--- src/rtl/sevenseg_pkg.sv ---
//------------------------------------------------------------------------------
// Module   : sevenseg_pkg
// Brief    : Shared seven-segment pattern table and types (active-low a..g).
// Revision : 1.0 - initial release
//------------------------------------------------------------------------------
`default_nettype none

package sevenseg_pkg;

    typedef logic [1:7] seg_t;
    typedef logic [3:0] bcd_t;

    localparam seg_t SEG_0     = 7'b0000001;
    localparam seg_t SEG_1     = 7'b1001111;
    localparam seg_t SEG_2     = 7'b0010010;
    localparam seg_t SEG_3     = 7'b0000110;
    localparam seg_t SEG_4     = 7'b1001100;
    localparam seg_t SEG_5     = 7'b0100100;
    localparam seg_t SEG_6     = 7'b0100000;
    localparam seg_t SEG_7     = 7'b0001111;
    localparam seg_t SEG_8     = 7'b0000000;
    localparam seg_t SEG_9     = 7'b0000100;
    localparam seg_t SEG_BLANK = 7'b1111111;

endpackage

`default_nettype wire

--- src/rtl/sevenseg_pattern_decode.sv ---
//------------------------------------------------------------------------------
// Module   : sevenseg_pattern_decode
// Brief    : Combinational seven-segment pattern to BCD lookup.
// Revision : 1.0 - initial release
//------------------------------------------------------------------------------
`default_nettype none

module sevenseg_pattern_decode
    import sevenseg_pkg::*;
(
    input  seg_t i_seg,
    output bcd_t o_value,
    output logic o_is_digit,
    output logic o_is_blank
);

    always_comb begin
        o_value    = 4'd0;
        o_is_digit = 1'b1;
        o_is_blank = 1'b0;
        case (i_seg)
            SEG_0:     o_value = 4'd0;
            SEG_1:     o_value = 4'd1;
            SEG_2:     o_value = 4'd2;
            SEG_3:     o_value = 4'd3;
            SEG_4:     o_value = 4'd4;
            SEG_5:     o_value = 4'd5;
            SEG_6:     o_value = 4'd6;
            SEG_7:     o_value = 4'd7;
            SEG_8:     o_value = 4'd8;
            SEG_9:     o_value = 4'd9;
            SEG_BLANK: begin
                o_is_digit = 1'b0;
                o_is_blank = 1'b1;
            end
            default:   o_is_digit = 1'b0;
        endcase
    end

endmodule

`default_nettype wire

--- src/rtl/sevenseg_capture.sv ---
//------------------------------------------------------------------------------
// Module   : sevenseg_capture
// Brief    : Recovers BCD digits from a multiplexed active-low 7-seg bus.
// Revision : 1.0 - initial release
//------------------------------------------------------------------------------
`default_nettype none

module sevenseg_capture
    import sevenseg_pkg::*;
#(
    parameter int NUM_DIGITS     = 4,
    parameter int STABLE_CYCLES  = 4,
    parameter int TIMEOUT_CYCLES = 1000000
) (
    input  logic                    clk,
    input  logic                    reset,
    input  logic [1:7]              seg_in,
    input  logic [NUM_DIGITS-1:0]   dig_sel,
    output logic [4*NUM_DIGITS-1:0] digits,
    output logic [NUM_DIGITS-1:0]   digit_valid,
    output logic [NUM_DIGITS-1:0]   pattern_err,
    output logic                    update
);

    localparam int CNT_W = $clog2(STABLE_CYCLES + 1);
    localparam int AGE_W = (TIMEOUT_CYCLES > 0) ? $clog2(TIMEOUT_CYCLES + 1) : 1;

    localparam logic [1:0] c_st_idle  = 2'd0;
    localparam logic [1:0] c_st_count = 2'd1;
    localparam logic [1:0] c_st_held  = 2'd2;

    localparam logic [CNT_W-1:0] c_cnt_one    = CNT_W'(1);
    localparam logic [CNT_W-1:0] c_cnt_stable = CNT_W'(STABLE_CYCLES);
    localparam logic [CNT_W-1:0] c_cnt_last   = CNT_W'(STABLE_CYCLES - 1);
    localparam logic [AGE_W-1:0] c_age_max    = AGE_W'(TIMEOUT_CYCLES);
    localparam logic [AGE_W-1:0] c_age_last   = AGE_W'(TIMEOUT_CYCLES - 1);
    localparam bit               c_age_en     = (TIMEOUT_CYCLES > 0);

    logic [NUM_DIGITS-1:0] r_sel;
    seg_t                  r_seg;
    logic [1:0]            r_state;
    logic [CNT_W-1:0]      r_cnt;
    logic                  r_update;

    logic [1:0]            w_state_next;
    logic [CNT_W-1:0]      w_cnt_next;
    logic                  w_commit;
    logic                  w_same;
    logic                  w_onehot;
    logic [3:0]            w_zeros;

    bcd_t                  w_dec_value;
    logic                  w_dec_is_digit;
    logic                  w_dec_is_blank;

    // The incoming pair is judged against the pair registered on the previous edge.
    assign w_same = ({dig_sel, seg_in} == {r_sel, r_seg});

    always_comb begin
        w_zeros = 4'd0;
        for (int i = 0; i < NUM_DIGITS; i++) begin
            w_zeros = w_zeros + {3'b000, ~dig_sel[i]};
        end
        w_onehot = (w_zeros == 4'd1);
    end

    always_comb begin
        w_state_next = r_state;
        w_cnt_next   = r_cnt;
        w_commit     = 1'b0;
        case (r_state)
            c_st_idle: begin
                if (w_onehot) begin
                    w_state_next = c_st_count;
                    w_cnt_next   = c_cnt_one;
                end else begin
                    w_cnt_next   = '0;
                end
            end
            c_st_count: begin
                if (!w_onehot) begin
                    w_state_next = c_st_idle;
                    w_cnt_next   = '0;
                end else if (!w_same) begin
                    w_cnt_next   = c_cnt_one;
                end else if (r_cnt == c_cnt_last) begin
                    // Registered sample equals the incoming one, so it is safe to decode.
                    w_commit     = 1'b1;
                    w_state_next = c_st_held;
                    w_cnt_next   = c_cnt_stable;
                end else begin
                    w_cnt_next   = r_cnt + 1'b1;
                end
            end
            c_st_held: begin
                if (!w_onehot) begin
                    w_state_next = c_st_idle;
                    w_cnt_next   = '0;
                end else if (!w_same) begin
                    w_state_next = c_st_count;
                    w_cnt_next   = c_cnt_one;
                end
            end
            default: begin
                w_state_next = c_st_idle;
                w_cnt_next   = '0;
            end
        endcase
    end

    always_ff @(posedge clk) begin
        if (reset) begin
            r_sel    <= '0;
            r_seg    <= '0;
            r_state  <= c_st_idle;
            r_cnt    <= '0;
            r_update <= 1'b0;
        end else begin
            r_sel    <= dig_sel;
            r_seg    <= seg_in;
            r_state  <= w_state_next;
            r_cnt    <= w_cnt_next;
            r_update <= w_commit;
        end
    end

    sevenseg_pattern_decode u_decode (
        .i_seg      (r_seg),
        .o_value    (w_dec_value),
        .o_is_digit (w_dec_is_digit),
        .o_is_blank (w_dec_is_blank)
    );

    for (genvar k = 0; k < NUM_DIGITS; k++) begin : g_digit
        logic [3:0]       r_val;
        logic             r_ok;
        logic             r_bad;
        logic [AGE_W-1:0] r_age;
        logic             w_hit;

        assign w_hit = w_commit & ~r_sel[k];

        always_ff @(posedge clk) begin
            if (reset) begin
                r_val <= 4'd0;
                r_ok  <= 1'b0;
                r_bad <= 1'b0;
                r_age <= '0;
            end else if (w_hit) begin
                r_age <= '0;
                if (w_dec_is_digit) begin
                    r_val <= w_dec_value;
                    r_ok  <= 1'b1;
                end else begin
                    r_ok  <= 1'b0;
                    if (!w_dec_is_blank) begin
                        r_bad <= 1'b1;
                    end
                end
            end else begin
                if (r_age != c_age_max) begin
                    r_age <= r_age + 1'b1;
                end
                if (c_age_en && (r_age == c_age_last)) begin
                    r_ok <= 1'b0;
                end
            end
        end

        assign digits[4*k +: 4] = r_val;
        assign digit_valid[k]   = r_ok;
        assign pattern_err[k]   = r_bad;
    end

    assign update = r_update;

endmodule

`default_nettype wire

--- config.mk ---
export PLATFORM = sky130hd
export DESIGN_NAME = sevenseg_capture
export DESIGN_NICKNAME = d
export VERILOG_FILES = /design/src/rtl/sevenseg_pkg.sv /design/src/rtl/sevenseg_pattern_decode.sv /design/src/rtl/sevenseg_capture.sv
export SDC_FILE = /design/constraint.sdc
export NUM_CORES = 1
export LEC_CHECK = 0
export BUFFER_PORTS_ARGS = -buffer_cell sky130_fd_sc_hd__buf_2
export CAP_MARGIN = 25
export CORE_ASPECT_RATIO = 1.4
export CORE_MARGIN = 2
export CORE_UTILIZATION = 60
export DETAILED_ROUTE_END_ITERATION = 6
export PLACE_DENSITY = 0.88
export REMOVE_ABC_BUFFERS = 1
export SLEW_MARGIN = 20
export SYNTH_ARGS = -nofsm -noshare
export SYNTH_HDL_FRONTEND = slang
export SYNTH_HIERARCHICAL = 1
export SYNTH_SLANG_ARGS = --single-unit
--- constraint.sdc ---
create_clock -name clk -period 8.35 [get_ports clk]
set_input_delay 0.835 -clock clk [delete_from_list [all_inputs] [get_ports clk]]
set_output_delay 0.835 -clock clk [all_outputs]
set_load 0.03 [all_outputs]
==> impl_summary.log, run 1 <==
[metrics] leading cell types in the layout, fill and taps excluded: sky130_fd_sc_hd__dfxtp_1, sky130_fd_sc_hd__nor2_1, sky130_fd_sc_hd__nand2_1
[metrics] Final Routed Wirelength: 14210 um
[metrics] path type of the worst setup path: in2reg
[metrics] worst hold path type: reg2reg
[metrics] run status: finished clean
[metrics] Final Setup Violations: 0
[metrics] num ports: 38
[metrics] combined global-route utilization of all metal layers: 0.2716
[metrics] fin nets: 743
[metrics] GPL Wtd Cong: 0.9292
[metrics] drt pass-1 iters: 5
[metrics] most common library cell in the layout ignoring fill and taps: sky130_fd_sc_hd__dfxtp_1
[metrics] Placed Instance Area: 0.006191 mm^2
[metrics] placeable core region: 0.009846 mm^2
[metrics] peak clock frequency supported by timing: 0.2939 GHz
[metrics] global-route wire length before repair: 23290 um
[metrics] Reg power frac: 0.413
[metrics] total of cells resized after clock tree synthesis: 0
[metrics] number of antenna-violating nets in the routed design: 0
[metrics] post-route clock period utilization: 0.4075
[metrics] max cap viols: 0
[metrics] clk_skew: 0.01072 ns
[metrics] post-synthesis instance area: 0.005998 mm^2
[metrics] Detailed Route Iter0 Violations: 328
[metrics] worst setup path endpoint: g_digit[1].r_age[0]
[metrics] number of filler instances in the final layout: 709
[metrics] Netlist cell types: 56
[metrics] max incr delay on CP: 0.68 ns
[metrics] max-slew violations: 0
[metrics] antenna violations before repair: 0
[metrics] final HPWL from detailed placement: 9286 um
[metrics] post-synthesis cell type with the largest combined area: sky130_fd_sc_hd__dfxtp_1
[metrics] critical path startpoint category: input port
[metrics] worst r2r src: r_seg[4]
[metrics] number of register bits inferred by synthesis: 121
[metrics] Inserted Diodes: 0
[metrics] cell area after layout: 0.006840 mm^2
[metrics] Arr. time, crit path: 3.68 ns
[metrics] clock period minus worst slack: 3.403 ns
[metrics] clock buffers created by TritonCTS: 17
[metrics] Worst Max-Slew Pin Slew: 0.9476 ns
[metrics] clock transition time at the flip-flop clock pins of the worst setup and hold paths: 0.06 ns
[metrics] number of non-filler instances in the completed layout: 865
[metrics] clock tree from TritonCTS: built
[metrics] post-route total power: 1.458 mW
[metrics] worst setup path startpoint: dig_sel[0]
[metrics] total area of multi-input combinational cells: 0.003302 mm^2
[metrics] relative max-transition margin: 0.3675
[metrics] vertical die dimension: 122.3 um
[metrics] unrepaired setup endpoints after global routing: no
[metrics] initial core utilization: 0.6092
[metrics] power dissipated by switching net loads: 0.3206 mW
[metrics] fin util: 0.6948
[metrics] crit end category: flip-flop
[metrics] switching part of the total: 0.2198
[metrics] Synth warnings: 6
[metrics] sequential-to-total area share from yosys stat: 0.4038
[metrics] instance count after placement with tap cells included: 833
[metrics] Synth Area per Inst: 8.593 um^2
[metrics] top cell type's share of synthesized area: 0.4038
[metrics] post-placement worst setup slack: 4.550 ns
[metrics] final total negative setup slack: 0 ns
[metrics] Max rail drop VDD: 0.0001424 V
[metrics] Worst Path Max Fanout: 20
[metrics] via density per instance: 6.197
[metrics] cells along the critical path: buf_2 > fa_1 > inv_1 > ha_1 > ha_1 > or3b_2 > nor3_1 > a41o_1 > nor3_1
[metrics] Register Area: 0.002422 mm^2
[metrics] routed via count: 5360
[metrics] Clock Tree Root: sky130_fd_sc_hd__clkbuf_16
[metrics] H-tree levels: 4
[metrics] number of cell instances on the worst register-to-register path: 7
[metrics] number of enable-type register cells in the synthesized netlist: 0
[metrics] reg-to-reg critical path endpoint: g_digit[1].r_val[2]
[metrics] number of buffers on the longest clock path: 2
[metrics] count of port buffers added during placement: 37
[metrics] clk_lat worst skew: 0.42 ns
[metrics] worst hold slack after final layout: 0.4624 ns
[metrics] Area Growth Syn to Fin: 14.04%
[metrics] fraction of final layout cells with drive strength greater than 1: 0.1151
[metrics] flop2flop setup slack: 5.51 ns
[metrics] source of the worst hold timing path: g_digit[0].r_val[3]
[metrics] largest net degree at the start of global routing: 30
[metrics] number of clock sinks: 121
[metrics] Leak: 2.535 nW
[metrics] number of standard cells after synthesis: 698
[metrics] floorplan die area: 0.01082 mm^2
[metrics] most common flop cell mapped by yosys: sky130_fd_sc_hd__dfxtp_1
[metrics] critical-path cell with the highest stage delay: sky130_fd_sc_hd__a41o_1
[metrics] DRC viols: 0
[metrics] Power Density: 213.2 mW/mm^2
[metrics] number of global-route vias before repair: 5186
[metrics] post-CTS setup-driven buffer insertion count: 0
[metrics] Core Rows: 43
[metrics] wire length per cell after detailed routing: 16.42 um
[metrics] Final Hold Fails: 0
[metrics] hold buffer count at CTS: 0
[metrics] setup slack of the critical path after layout: 4.947 ns
[metrics] Int Pwr: 1.138 mW
[metrics] proportion of power drawn by combinational gates: 0.047
[metrics] fraction of registers with async set/reset: 0
[metrics] worst path required time: 8.62 ns
[metrics] gr ovfl total: 0
[metrics] Die X: 88.51 um
[metrics] cell types occupying the most area after synthesis: sky130_fd_sc_hd__dfxtp_1, sky130_fd_sc_hd__xor2_1, sky130_fd_sc_hd__nand4_1
[metrics] Clock power frac: 0.540
## per-layer routing
layer | GRT usage | wire length, um | vias to the layer above
li1 | - | - | 2560
met1 | 0.2961 | 5685 | 2558
met2 | 0.4760 | 7282 | 189
met3 | 0.05851 | 698 | 53
met4 | 0.1563 | 541 | 0
met5 | 0 | 0 | -
## sequential cells by signal (all words and copies together), names as in the netlist
register	flops
update	1
g_digit.r_val	16
g_digit.r_bad	4
r_seg	7
g_digit.r_age	80
g_digit.r_ok	4
r_cnt	3
r_sel	4
r_state	2
## worst max-delay path: cells and delay by family
| kind | cells | cell delay (ns) |
|---|---|---|
| buffers and inverters | 2 | 0.16 |
| AND/OR/NAND/NOR | 3 | 1.03 |
| adder cells (fa/ha/maj) | 3 | 0.96 |
| AO/OA/AOI/OAI | 1 | 0.68 |
## how the worst min path moves through the flow
stage / endpoint / slack [ns] / depth (start not counted)
2_1_floorplan: g_digit[2].r_age[19] / 0.45 / 2
3_3_place_gp: g_digit[0].r_val[3] / 0.44 / 2
3_5_place_dp: g_digit[0].r_val[0] / 0.45 / 2
4_1_cts: g_digit[1].r_val[0] / 0.46 / 2
5_1_grt: g_digit[1].r_val[0] / 0.47 / 2
6_report: g_digit[0].r_val[3] / 0.46 / 2
## cell type report
type                            instances  share of cell area
Multi-Input combinational cell        507              0.4827
Inverter                               32             0.01756
Clock inverter                         13             0.02945
Clock buffer                           19             0.06329
Tap cell                              135             0.02469
Timing Repair Buffer                   38             0.02817
Sequential cell                       121              0.3541
## logic make-up after synthesis
| logic type | Yosys count | synth area share |
|---|---|---|
| AOI/OAI and AO/OA | 94 | 0.09846 |
| xor gates and xnor gates | 57 | 0.08323 |
| adders and majority gates | 13 | 0.02837 |
| buffers and inverters | 70 | 0.05027 |
| DFF | 121 | 0.4038 |
| muxes | 20 | 0.03337 |
| and+or+nand+nor | 323 | 0.3025 |
## cell usage after synthesis (4+ instances only)
master / n
sky130_fd_sc_hd__dfxtp_1: 121
sky130_fd_sc_hd__nor2_1: 56
sky130_fd_sc_hd__nand2_1: 43
sky130_fd_sc_hd__xor2_1: 38
sky130_fd_sc_hd__nand4_1: 36
sky130_fd_sc_hd__a21oi_1: 35
sky130_fd_sc_hd__nand3_1: 35
sky130_fd_sc_hd__inv_1: 32
sky130_fd_sc_hd__o21ai_0: 26
sky130_fd_sc_hd__clkbuf_1: 23
sky130_fd_sc_hd__nor3_1: 22
sky130_fd_sc_hd__nor4_1: 21
sky130_fd_sc_hd__mux2i_1: 20
sky130_fd_sc_hd__xnor2_1: 19
sky130_fd_sc_hd__nor2b_1: 18
sky130_fd_sc_hd__or3_1: 18
sky130_fd_sc_hd__or4_1: 17
sky130_fd_sc_hd__ha_1: 12
sky130_fd_sc_hd__and3_1: 11
sky130_fd_sc_hd__and4_1: 9
sky130_fd_sc_hd__buf_4: 8
sky130_fd_sc_hd__nand2b_1: 8
sky130_fd_sc_hd__buf_2: 6
sky130_fd_sc_hd__nor4b_1: 5
sky130_fd_sc_hd__a22oi_1: 4
sky130_fd_sc_hd__a31o_2: 4
sky130_fd_sc_hd__a41o_1: 4
sky130_fd_sc_hd__and2_1: 4
sky130_fd_sc_hd__o2bb2ai_1: 4
sky130_fd_sc_hd__or4b_1: 4
## power by group through the flow
stage	Sequential, mW	Combinational, mW	Clock (mW)
after global routing	0.603	0.0763	0.818
after global placement	0.612	0.0622	0
after detailed placement	0.613	0.0655	0
after floorplan	0.609	0.0460	0
after CTS	0.601	0.0670	0.794
final	0.602	0.0686	0.788
Note: power is estimated with default switching activity, not from simulation.
==> inputs of run 2 (changes only) <==
--- a/config.mk
+++ b/config.mk
@@ -5,6 +5,7 @@
 export SDC_FILE = /design/constraint.sdc
 export NUM_CORES = 1
 export LEC_CHECK = 0
+export ABC_AREA = 1
 export BUFFER_PORTS_ARGS = -buffer_cell sky130_fd_sc_hd__buf_2
 export CAP_MARGIN = 25
 export CORE_ASPECT_RATIO = 1.4
==> constraint.sdc (replaced) <==
create_clock -name clk -period 3.34 [get_ports clk]
set_input_delay 0.334 -clock clk [delete_from_list [all_inputs] [get_ports clk]]
set_output_delay 0.334 -clock clk [all_outputs]
set_load 0.03 [all_outputs]
==> run 2 against run 1 <==
  * Area after synthesis is 3.9% higher
  * Count of clock-buffer cells in the layout is 6 higher
  * Cell count is 23% higher
  * Critical path type unchanged
  * Worst hold slack worse by 0.32 ns
  * Via count is 5.7% higher
  * Largest cell class unchanged
  * Global-route usage is 2.5 points lower
  * Core utilization is 0.76 points lower
  * Sequential share of layout area is 0.99 points lower
  * Die area is 3.8% higher
  * Worst setup slack worse by 4.1 ns
==> impl_summary.log, run 2 <==
[metrics] unrepaired setup endpoints after global routing: no
[metrics] placeable core region: 0.01024 mm^2 (+4.0%)
[metrics] clock buffers created by TritonCTS: 17 (unchanged)
[metrics] run status: finished clean
[metrics] crit end category: flip-flop
[metrics] drt pass-1 iters: 5 (unchanged)
[metrics] most frequent cells after synthesis: sky130_fd_sc_hd__nand2_1, sky130_fd_sc_hd__nor2_1, sky130_fd_sc_hd__dfxtp_1
[metrics] main combinational cell family by area after synthesis: simple AND/OR/NAND/NOR gates
[metrics] number of standard cells after synthesis: 884 (+27%)
[metrics] area fraction in compound gates after synthesis: 0.04796 (-0.05049)
[metrics] Core Rows: 44 (+2.3%)
[metrics] simple-gate area share of the yosys netlist: 0.3809 (+0.07843)
[metrics] post-CTS setup-driven buffer insertion count: 0 (unchanged)
[metrics] total of cells resized after clock tree synthesis: 0 (unchanged)
[metrics] path type of the worst setup path: in2reg
[metrics] Final Routed Wirelength: 13400 um (-5.7%)
[metrics] relative max-transition margin: 0.5690 (+0.2014)
[metrics] post-placement worst setup slack: 0.4504 ns (-4.100 ns)
[metrics] max cap viols: 0 (unchanged)
[metrics] clk_skew: 0.007379 ns (-0.003341 ns)
[metrics] critical path startpoint category: input port
[metrics] number of enable-type register cells in the synthesized netlist: 0 (unchanged)
[metrics] Arr. time, crit path: 2.77 ns (-0.91 ns)
[metrics] post-synthesis instance area: 0.006235 mm^2 (+3.9%)
[metrics] worst path required time: 3.64 ns (-4.98 ns)
[metrics] max-slew violations: 0 (unchanged)
[metrics] clk_lat worst skew: 0.41 ns (about the same)
[metrics] top sig layer: met4
[metrics] source of the worst hold timing path: seg_in[4]
[metrics] most common flop cell mapped by yosys: sky130_fd_sc_hd__dfxtp_1
[metrics] num ports: 38 (unchanged)
[metrics] Met2 Routed Length: 6904 um (-5.2%)
[metrics] top cell type's share of synthesized area: 0.3885 (-0.01532)
[metrics] number of clock sinks: 121 (unchanged)
[metrics] number of buffers on the longest clock path: 2 (unchanged)
[metrics] Synth Area per Inst: 7.053 um^2 (-18%)
[metrics] global-route wire length before repair: 22870 um (-1.8%)
[metrics] hold buffer count at CTS: 0 (unchanged)
[metrics] floorplan die area: 0.01123 mm^2 (+3.8%)
[metrics] Synth warnings: 6 (unchanged)
[metrics] registers with the most flip-flops: g_digit.r_age x80, g_digit.r_val x16, r_seg x7
[metrics] number of global-route vias before repair: 5451 (+5.1%)
[metrics] DRC viols: 0 (unchanged)
[metrics] vertical die dimension: 124.6 um (+1.9%)
[metrics] Inserted Diodes: 0 (unchanged)
[metrics] clock period minus worst slack: 2.470 ns
[metrics] post-route total power: 3.373 mW (+130%)
[metrics] Die X: 90.15 um (+1.9%)
[metrics] via density per instance: 5.307 (-14%)
[metrics] peak clock frequency supported by timing: 0.4049 GHz
[metrics] worst hold path type: in2reg
[metrics] gr ovfl total: 0 (unchanged)
[metrics] combined global-route utilization of all metal layers: 0.2462 (-0.02549)
[metrics] worst setup path startpoint: dig_sel[0]
[metrics] Final Hold Fails: 0 (unchanged)
[metrics] Worst Max-Slew Pin Slew: 0.6448 ns (-0.3029 ns)
[metrics] fraction of final layout cells with drive strength greater than 1: 0.1335 (+0.01841)
[metrics] number of register bits inferred by synthesis: 121 (unchanged)
[metrics] Largest register FFs: 80 (unchanged)
[metrics] setup slack of the critical path after layout: 0.8704 ns (-4.077 ns)
[metrics] count of port buffers added during placement: 37 (unchanged)
[metrics] clock tree from TritonCTS: built
[metrics] Most flops, register: g_digit.r_age
[metrics] clock transition time at the flip-flop clock pins of the worst setup and hold paths: 0.05 ns (about the same)
[metrics] largest net degree at the start of global routing: 28 (-6.7%)
[metrics] sequential-to-total area share from yosys stat: 0.3885 (-0.01532)
[metrics] post-route clock period utilization: 0.7394
[metrics] number of antenna-violating nets in the routed design: 0 (unchanged)
[metrics] most common library cell in the layout ignoring fill and taps: sky130_fd_sc_hd__nand2_1
[metrics] antenna violations before repair: 0 (unchanged)
[metrics] fin nets: 946 (+27%)
[metrics] Final Setup Violations: 0 (unchanged)
[metrics] wire length per cell after detailed routing: 12.56 um (-24%)
[metrics] worst r2r src: r_seg[6]
[metrics] H-tree levels: 4 (unchanged)
[metrics] final HPWL from detailed placement: 9554 um (+2.9%)
[metrics] synthesized-area fraction occupied by xor and xnor cells: 0.06321 (-0.02001)
[metrics] cell with the most instances after synthesis: sky130_fd_sc_hd__nand2_1
[metrics] final total negative setup slack: 0 ns (unchanged)
[metrics] Area Growth Syn to Fin: 12.86%
[metrics] metal3 WL: 571 um (-18%)
[metrics] routed via count: 5663 (+5.7%)
[metrics] fin util: 0.6872 (-0.007557)
[metrics] post-synthesis cell type with the largest combined area: sky130_fd_sc_hd__dfxtp_1
[metrics] Synth Area in Adders: 0.02729 (-0.001076)
[metrics] wire length on met1: 5382 um (-5.3%)
[metrics] Clock Tree Root: sky130_fd_sc_hd__clkbuf_16
[metrics] Power Density: 479.4 mW/mm^2 (+120%)
[metrics] Worst Path Max Fanout: 20 (unchanged)
[metrics] worst hold slack after final layout: 0.1448 ns (-0.3176 ns)
[metrics] multiplexer fraction of the synthesized cell area: 0 (-0.03338)
[metrics] Leak: 2.729 nW (+7.6%)
[metrics] leading cell types in the layout, fill and taps excluded: sky130_fd_sc_hd__nand2_1, sky130_fd_sc_hd__nor2_1, sky130_fd_sc_hd__dfxtp_1
[metrics] cell types occupying the most area after synthesis: sky130_fd_sc_hd__dfxtp_1, sky130_fd_sc_hd__nand2_1, sky130_fd_sc_hd__nor2_1
[metrics] initial core utilization: 0.6089 (about the same)
[metrics] Max rail drop VDD: 0.0003801 V (+170%)
[metrics] GPL Wtd Cong: 0.9283 (about the same)
[metrics] Netlist cell types: 38 (-32%)
[metrics] fraction of registers with async set/reset: 0 (unchanged)
[metrics] Detailed Route Iter0 Violations: 310 (-5.5%)
==> run 2: changes by cell type after synthesis, sizes merged, moves of 11 or more <==
cell | before | now
o21ai | 26 | 12
nand2 | 43 | 177
nor4 | 21 | 3
nand4 | 36 | 48
nand3 | 35 | 57
or4 | 18 | 0
nor2 | 56 | 170
nor2b | 18 | 0
clkbuf | 24 | 5
inv | 32 | 113
mux2i | 20 | 0
and3 | 11 | 0
nor3 | 22 | 34
or3 | 18 | 0
==> run 2: layout make-up <==
type | count | area [um^2]
Multi-Input combinational cell | 623 | 3238
Clock buffer | 25 | 505.5
Fill cell | 857 | 3203
Inverter | 114 | 427.9
Clock inverter | 3 | 40.04
Tap cell | 138 | 172.7
Sequential cell | 121 | 2422
Timing Repair Buffer | 43 | 230.2
==> run 2: metal layers <==
| layer | vias up | track usage |
|---|---|---|
| li1 | 2890 | - |
| met1 | 2590 | 0.2693 |
| met2 | 140 | 0.4454 |
| met3 | 43 | 0.04779 |
| met4 | 0 | 0.1294 |
| met5 | - | 0 |
==> run 2: path summary, 6_finish.rpt <==
kind | slack (ns) | depth (start not counted) | end
setup / recovery | 0.87 | 14 | g_digit[3].r_val[1]
hold / removal | 0.14 | 3 | r_seg[3]
setup reg to reg | 1.13 | 10 | g_digit[3].r_val[1]
hold reg to reg | 0.46 | 2 | g_digit[2].r_bad
==> run 2: worst max-delay path: stages <==
cell	delay (ns)
sky130_fd_sc_hd__buf_2	0.12
sky130_fd_sc_hd__fa_1	0.54
sky130_fd_sc_hd__inv_1	0.05
sky130_fd_sc_hd__ha_1	0.18
sky130_fd_sc_hd__ha_1	0.28
sky130_fd_sc_hd__nor3_2	0.20
sky130_fd_sc_hd__nand2_1	0.14
sky130_fd_sc_hd__nor2_2	0.23
sky130_fd_sc_hd__inv_1	0.09
sky130_fd_sc_hd__nor2_2	0.10
sky130_fd_sc_hd__buf_4	0.22
sky130_fd_sc_hd__nand4_1	0.12
sky130_fd_sc_hd__nand2_1	0.11
sky130_fd_sc_hd__nor2_1	0.05
==> run 2: kinds of logic after synthesis <==
| family | Yosys count |
|---|---|
| compound gates | 57 |
| xor+xnor | 45 |
| buf+inv | 140 |
| flops | 121 |
| fa+ha+maj | 13 |
| simple gates | 508 |
==> run 2: power breakdown <==
group | total, mW | internal, mW | switching, mW
clock | 1.70 | 1.10 | 0.599
sequential | 1.49 | 1.47 | 0.0262
combinational | 0.179 | 0.0590 | 0.120
total | 3.37 | 2.63 | 0.745
==> run 2: per-stage QoR <==
| stage | instance area, um^2 | instances |
|---|---|---|
| 2_1_floorplan | 6088 | 858 |
| 3_3_place_gp | 6491 | 1039 |
| 3_5_place_dp | 6491 | 1039 |
| 4_1_cts | 7037 | 1067 |
| 5_1_grt | 7037 | 1067 |
| 6_report | 7037 | 1067 |
